### src/rtl/kt1_code_rx_pkg.sv
// kt1_code_rx_pkg: shared KT1 constants, FIFO entry layout and word
// classification helpers. The KT1 decoder uses the same constants so that
// both ends agree on the D-word encoding.
//   KT1_PAT_AB : D word produced when B selects the AB pattern
//   KT1_IDLE   : D word produced for E=0 or A=B (no selection)
//   Entry layout {A[4], B[3], S[2:0]}
package kt1_code_rx_pkg;

    localparam int D_W     = 8;
    localparam int S_W     = 3;
    localparam int ENTRY_W = 5;

    localparam logic [D_W-1:0] KT1_PAT_AB = 8'hCC;
    localparam logic [D_W-1:0] KT1_IDLE   = 8'h00;

    localparam int ENT_A    = 4;
    localparam int ENT_B    = 3;
    localparam int ENT_S_HI = 2;
    localparam int ENT_S_LO = 0;

    typedef enum logic [1:0] {
        CLS_IDLE    = 2'd0,
        CLS_ONEHOT  = 2'd1,
        CLS_AB      = 2'd2,
        CLS_ILLEGAL = 2'd3
    } word_class_e;

    // Exactly one bit set: non-zero and clearing the lowest set bit leaves zero.
    function automatic logic is_onehot(input logic [D_W-1:0] d);
        return (d != 8'h00) && ((d & (d - 8'd1)) == 8'h00);
    endfunction

    // Index of the highest set bit; only meaningful for one-hot words.
    function automatic logic [S_W-1:0] onehot_index(input logic [D_W-1:0] d);
        logic [S_W-1:0] idx;
        idx = 3'd0;
        for (int i = 0; i < D_W; i++) begin
            if (d[i]) begin
                idx = S_W'(i);
            end else begin
                idx = idx;
            end
        end
        return idx;
    endfunction

    function automatic logic [ENTRY_W-1:0] pack_entry(input logic a,
                                                      input logic b,
                                                      input logic [S_W-1:0] s);
        return {a, b, s};
    endfunction

endpackage

### src/rtl/kt1_code_rx_fifo2.sv
// kt1_fifo2: 2-entry synchronous FIFO with 1-bit pointers.
//   clk, rst      : clock, synchronous active-high reset
//   push, din     : write request and data (ignored when full)
//   pop           : read request (ignored when empty)
//   dout          : head entry, forced to 0 when empty
//   full, empty   : occupancy flags
module kt1_fifo2
    import kt1_code_rx_pkg::*;
(
    input  logic               clk,
    input  logic               rst,
    input  logic               push,
    input  logic [ENTRY_W-1:0] din,
    input  logic               pop,
    output logic [ENTRY_W-1:0] dout,
    output logic               full,
    output logic               empty
);

    logic [ENTRY_W-1:0] mem_r [2];
    logic               wr_ptr_r;
    logic               rd_ptr_r;
    logic [1:0]         count_r;
    logic               push_ok_s;
    logic               pop_ok_s;

    assign full      = (count_r == 2'd2);
    assign empty     = (count_r == 2'd0);
    assign push_ok_s = push && !full;
    assign pop_ok_s  = pop && !empty;

    // Storage, pointers and occupancy; a push and pop together keep count.
    always_ff @(posedge clk) begin
        if (rst) begin
            mem_r[0] <= 5'd0;
            mem_r[1] <= 5'd0;
            wr_ptr_r <= 1'b0;
            rd_ptr_r <= 1'b0;
            count_r  <= 2'd0;
        end else begin
            if (push_ok_s) begin
                mem_r[wr_ptr_r] <= din;
                wr_ptr_r        <= ~wr_ptr_r;
            end
            if (pop_ok_s) begin
                rd_ptr_r <= ~rd_ptr_r;
            end
            case ({push_ok_s, pop_ok_s})
                2'b10:   count_r <= count_r + 2'd1;
                2'b01:   count_r <= count_r - 2'd1;
                default: count_r <= count_r;
            endcase
        end
    end

    // Head read port; empty FIFO presents zeros rather than stale data.
    always_comb begin
        dout = 5'd0;
        if (empty) begin
            dout = 5'd0;
        end else begin
            dout = mem_r[rd_ptr_r];
        end
    end

endmodule

### src/rtl/kt1_code_rx.sv
// kt1_code_rx: receive side of the KT1 3-to-8 decoder. Classifies D words,
// queues recovered {A,B,S} in a 2-entry FIFO, drops idle words and flags
// and counts illegal ones.
//   clk, rst            : clock, synchronous active-high reset
//   en                  : accept enable (FIFO keeps draining when low)
//   d_in, d_valid       : incoming D word; d_ready = en && !full (0 in reset)
//   out_valid/out_ready : FIFO head handshake; a_out, b_out, s_out = head
//   err                 : registered one-cycle pulse per accepted illegal word
//   clr_err             : clears err_count, wins over a same-cycle increment
//   err_count           : saturating illegal-word count
module kt1_code_rx
    import kt1_code_rx_pkg::*;
#(
    parameter int ERR_W = 8
) (
    input  logic             clk,
    input  logic             rst,
    input  logic             en,
    input  logic [7:0]       d_in,
    input  logic             d_valid,
    output logic             d_ready,
    output logic             out_valid,
    input  logic             out_ready,
    output logic             a_out,
    output logic             b_out,
    output logic [2:0]       s_out,
    output logic             err,
    input  logic             clr_err,
    output logic [ERR_W-1:0] err_count
);

    localparam logic [ERR_W-1:0] ERR_MAX = {ERR_W{1'b1}};

    word_class_e        cls_s;
    logic [ENTRY_W-1:0] entry_s;
    logic [ENTRY_W-1:0] head_s;
    logic               accept_s;
    logic               push_s;
    logic               illegal_s;
    logic               fifo_full_s;
    logic               fifo_empty_s;
    logic               err_r;
    logic [ERR_W-1:0]   err_count_r;

    assign d_ready   = en && !fifo_full_s && !rst;
    assign accept_s  = d_valid && d_ready;
    assign push_s    = accept_s && ((cls_s == CLS_ONEHOT) || (cls_s == CLS_AB));
    assign illegal_s = accept_s && (cls_s == CLS_ILLEGAL);

    // Word classifier and the entry it would push.
    always_comb begin
        cls_s   = CLS_ILLEGAL;
        entry_s = 5'd0;
        if (d_in == KT1_IDLE) begin
            cls_s = CLS_IDLE;
        end else if (d_in == KT1_PAT_AB) begin
            cls_s   = CLS_AB;
            entry_s = pack_entry(1'b0, 1'b1, 3'd0);
        end else if (is_onehot(d_in)) begin
            cls_s   = CLS_ONEHOT;
            entry_s = pack_entry(1'b1, 1'b0, onehot_index(d_in));
        end else begin
            cls_s = CLS_ILLEGAL;
        end
    end

    kt1_fifo2 u_fifo (
        .clk   (clk),
        .rst   (rst),
        .push  (push_s),
        .din   (entry_s),
        .pop   (out_ready),
        .dout  (head_s),
        .full  (fifo_full_s),
        .empty (fifo_empty_s)
    );

    assign out_valid = !fifo_empty_s;
    assign a_out     = head_s[ENT_A];
    assign b_out     = head_s[ENT_B];
    assign s_out     = head_s[ENT_S_HI:ENT_S_LO];

    // Error pulse and saturating counter; clear beats increment.
    always_ff @(posedge clk) begin
        if (rst) begin
            err_r       <= 1'b0;
            err_count_r <= {ERR_W{1'b0}};
        end else begin
            err_r <= illegal_s;
            if (clr_err) begin
                err_count_r <= {ERR_W{1'b0}};
            end else if (illegal_s && (err_count_r != ERR_MAX)) begin
                err_count_r <= err_count_r + ERR_W'(1);
            end else begin
                err_count_r <= err_count_r;
            end
        end
    end

    assign err       = err_r;
    assign err_count = err_count_r;

endmodule

### config.mk
export PLATFORM = sky130hd
export DESIGN_NAME = kt1_code_rx
export DESIGN_NICKNAME = d
export VERILOG_FILES = /design/src/rtl/kt1_code_rx_pkg.sv /design/src/rtl/kt1_code_rx_fifo2.sv /design/src/rtl/kt1_code_rx.sv
export SDC_FILE = /design/constraint.sdc
export NUM_CORES = 1
export LEC_CHECK = 0
export CAP_MARGIN = 15
export CORE_MARGIN = 1.5
export CORE_UTILIZATION = 61
export DETAILED_ROUTE_END_ITERATION = 16
export DONT_BUFFER_PORTS = 1
export GPL_TIMING_DRIVEN = 1
export PLACE_DENSITY = 0.77
export SETUP_SLACK_MARGIN = 0.1
export SYNTH_ARGS = -nofsm -noshare
export SYNTH_HDL_FRONTEND = slang
export SYNTH_SLANG_ARGS = --single-unit
### constraint.sdc
create_clock -name clk -period 4.5 [get_ports clk]
set_input_delay 0.9 -clock clk [delete_from_list [all_inputs] [get_ports clk]]
set_output_delay 0.9 -clock clk [all_outputs]
set_load 0.01 [all_outputs]
==> impl_results.md <==
* Status: complete, no violations
* CORE AREA at ~2000 um^2
* Most frequent cells in the layout: nor2_1, dfxtp_1, nor4_1, edfxtp_1, a21oi_1
* DP Wirelength at between 1.5 and 2 mm
* Worst R2R Path Depth at 5
* Worst r2r dst: err_count[4]$_SDFFE_PP0P_
* Number of flops mapped to enable cells by yosys at 10
* Worst-path clk slew at roughly 0.13 ns
* CTS tree: yes
* Total grt overflow at 0
* Synthesized Nets at roughly 160
* Minimum clock period at 3.32 ns
* Primary FF master, synth: dfxtp_1
* Initial antenna violation count at 0
* Final period utilization at between 70% and 80%
* Inserted Clock Buffers at 3
* Rows at 16
* Final Hold Viols at 0
* Dpl cell area at about 1300 um^2
* Hold buffers post-CTS at 0
* Post-route ant nets at 0
* Initial core utilization at ~67%
* Final design instance area without fill at roughly 1400 um^2
* Vias post-DR at 1075
* Count of final setup violators at 0
* Diodes inserted at 0
* Pwr/cell area at between 200 and 300 nW/um^2
* Crit path from: d_in[2]
* Iteration-0 DRC Markers at 18
* WL final at about 2.4 mm
* Max Root-Sink Buffers at 2
* Static Leak at 0.449 nW
* Number of vias per cell at approximately 6.3
* Yosys warns at 0
* Post-CTS Setup Inserts at 0
* Maximum fanout along the worst path at 9
* MaxCap Viol Count at 0
* Final core utilization at 67.4%
* Vias in the first global route at approximately 900
* Root Driver: clkbuf_4
* RSZ-0062 raised after global routing: false
* HP Start: u_fifo.wr_ptr_r$_SDFFE_PP0N_
* Post-CTS sizing at 0
* Final-stage net count at 161
* Layout area overhead at 1.41%
* Port bufs at 0
* Critical Path End: u_fifo.count_r[1]$_SDFFE_PP0P_
* Overall routing resource usage at about a fifth
* Gate Count Post-Synth at between 100 and 150
* Post-synthesis sequential area ratio at a little over two fifths
* Die Area at approximately 2500 um^2
* Fraction of registers with async set/reset at 0%
* Worst reg-to-reg setup slack at ~2.6 ns
* Chip width at 49.7 um
* Cell Area, Synth at about 1300 um^2
* Hold Crit Class: register to register
* Synthesized area per cell at about 9.1 um^2
* I/O pins at 30
* Vert. Die Dim at just under 50 um
* CP Class: input port to register
* R2R Path Start: err_count[1]$_SDFFE_PP0P_
* Max Freq at between 300 and 400 MHz
* Gpl congestion at between 0.7 and 0.8
* Fin Clk Skew at approximately 0.011 ns
* Worst Max-Slew Pin Slew at roughly 0.83 ns
* Total Neg Setup Slack at 0 ns
* Critical Path AT at between 3 and 4 ns
* # DRC at 0
* Synth unique cells at 38
* H-tree levels at 1
* Synth Register Bits at 24
* Critical Path RT at approximately 4.7 ns
* Clk sinks at 24
* Pin count of the biggest net entering global routing at 14
* 1st-pass router iterations at 4
* Most common cell after layout, fill and taps aside: nor2_1
* Layout cells sized above 1 at under 10%
* Max IR drop VDD at 165 uV
* Wire per inst at approximately 14 um
* Worst rel slew slack at 44.1%
* Final slew viol count at 0
* First-pass GRT wire length at about 3.9 mm
* Critical path endpoint category: register
* Clock Latency Late Sink at approximately 0.3 ns
* CP Launch Type: input port
routing by layer:
layer | track usage, % | wire length (um)
met5 | 0 | 0
met3 | 5.76 | 131
met2 | 34.0 | 1120
met4 | 6.94 | 31
met1 | 25.5 | 1130
cells by family (layout without fill, tap and decap cells):
group                    after synthesis  after routing  share of synthesized area [%]
AND/OR/NAND/NOR                       70             70                           29.9
AO/OA/AOI/OAI                         28             28                           13.2
flip-flops                            24             24                           43.6
buffers and inverters                 13             10                           4.79
multiplexers                           5              5                           3.76
adder cells (fa/ha/maj)                3              3                           2.82
XOR/XNOR                               3              3                           1.97
power by group:
group,internal (mW),switching [mW],leakage (nW)
clock network,0.0345,0.0598,0.0150
logic,0.00979,0.0154,0.218
registers,0.230,0.00246,0.216
total,0.275,0.0777,0.449
per-stage QoR:
step	std cells	worst slack, ns	total power, mW	hold slack [ns]
floorplan	146	1.05	0.261	0.458
finish	170	1.18	0.352	0.516
detailed placement	166	0.839	0.263	0.492
global route	170	0.920	0.364	0.530
CTS	170	1.16	0.354	0.511
global placement	166	0.990	0.262	0.471
sequential cells by signal, summed over array words and instances (netlist names), named ones only:
register / cells
u_fifo.rd_ptr_r: 1
err_count: 8
u_fifo.wr_ptr_r: 1
u_fifo.count_r: 2
u_fifo.mem_r: 10
err: 1
worst min path at each step:
stage               depth (start not counted)  slack [ns]                           end
finish                                      2        0.52  u_fifo.wr_ptr_r$_SDFFE_PP0N_
global route                                2        0.53  u_fifo.wr_ptr_r$_SDFFE_PP0N_
CTS                                         2        0.51  u_fifo.wr_ptr_r$_SDFFE_PP0N_
detailed placement                          2        0.49  u_fifo.wr_ptr_r$_SDFFE_PP0N_
global placement                            2        0.47  u_fifo.wr_ptr_r$_SDFFE_PP0N_
floorplan                                   2        0.46  u_fifo.wr_ptr_r$_SDFFE_PP0N_
cells in the mapped netlist, types with 4 or more instances:
| cell type | n | area (um^2) |
|---|---|---|
| edfxtp_1 | 10 | 300 |
| mux2i_1 | 5 | 50.1 |
| nand2b_1 | 4 | 25.0 |
| a21oi_1 | 8 | 40.0 |
| nor2b_1 | 4 | 25.0 |
| nor4_1 | 10 | 62.6 |
| a31oi_1 | 4 | 25.0 |
| clkbuf_1 | 4 | 15.0 |
| nand2_1 | 5 | 18.8 |
| dfxtp_1 | 14 | 280 |
| inv_1 | 6 | 22.5 |
| o21ai_0 | 7 | 35.0 |
| nor2_1 | 19 | 71.3 |
| nor3_1 | 5 | 25.0 |
worst max-delay path, stage by stage:
cell	delay, ns
or3_1	0.38
a211oi_1	0.24
nor3_1	0.19
or2_2	0.33
ha_1	0.27
nand2_1	0.05
nor3_1	0.25
inv_1	0.11
ha_1	0.32
or3_1	0.38
a21oi_1	0.16
cell type report:
type                       count  area, um^2
clock buffer                   4        26.3
sequential                    24         581
fill                         171         652
inverter                       6        22.5
multi-input combinational    109         687
tap                           27        33.8
Note: power is estimated with default switching activity, not from simulation.
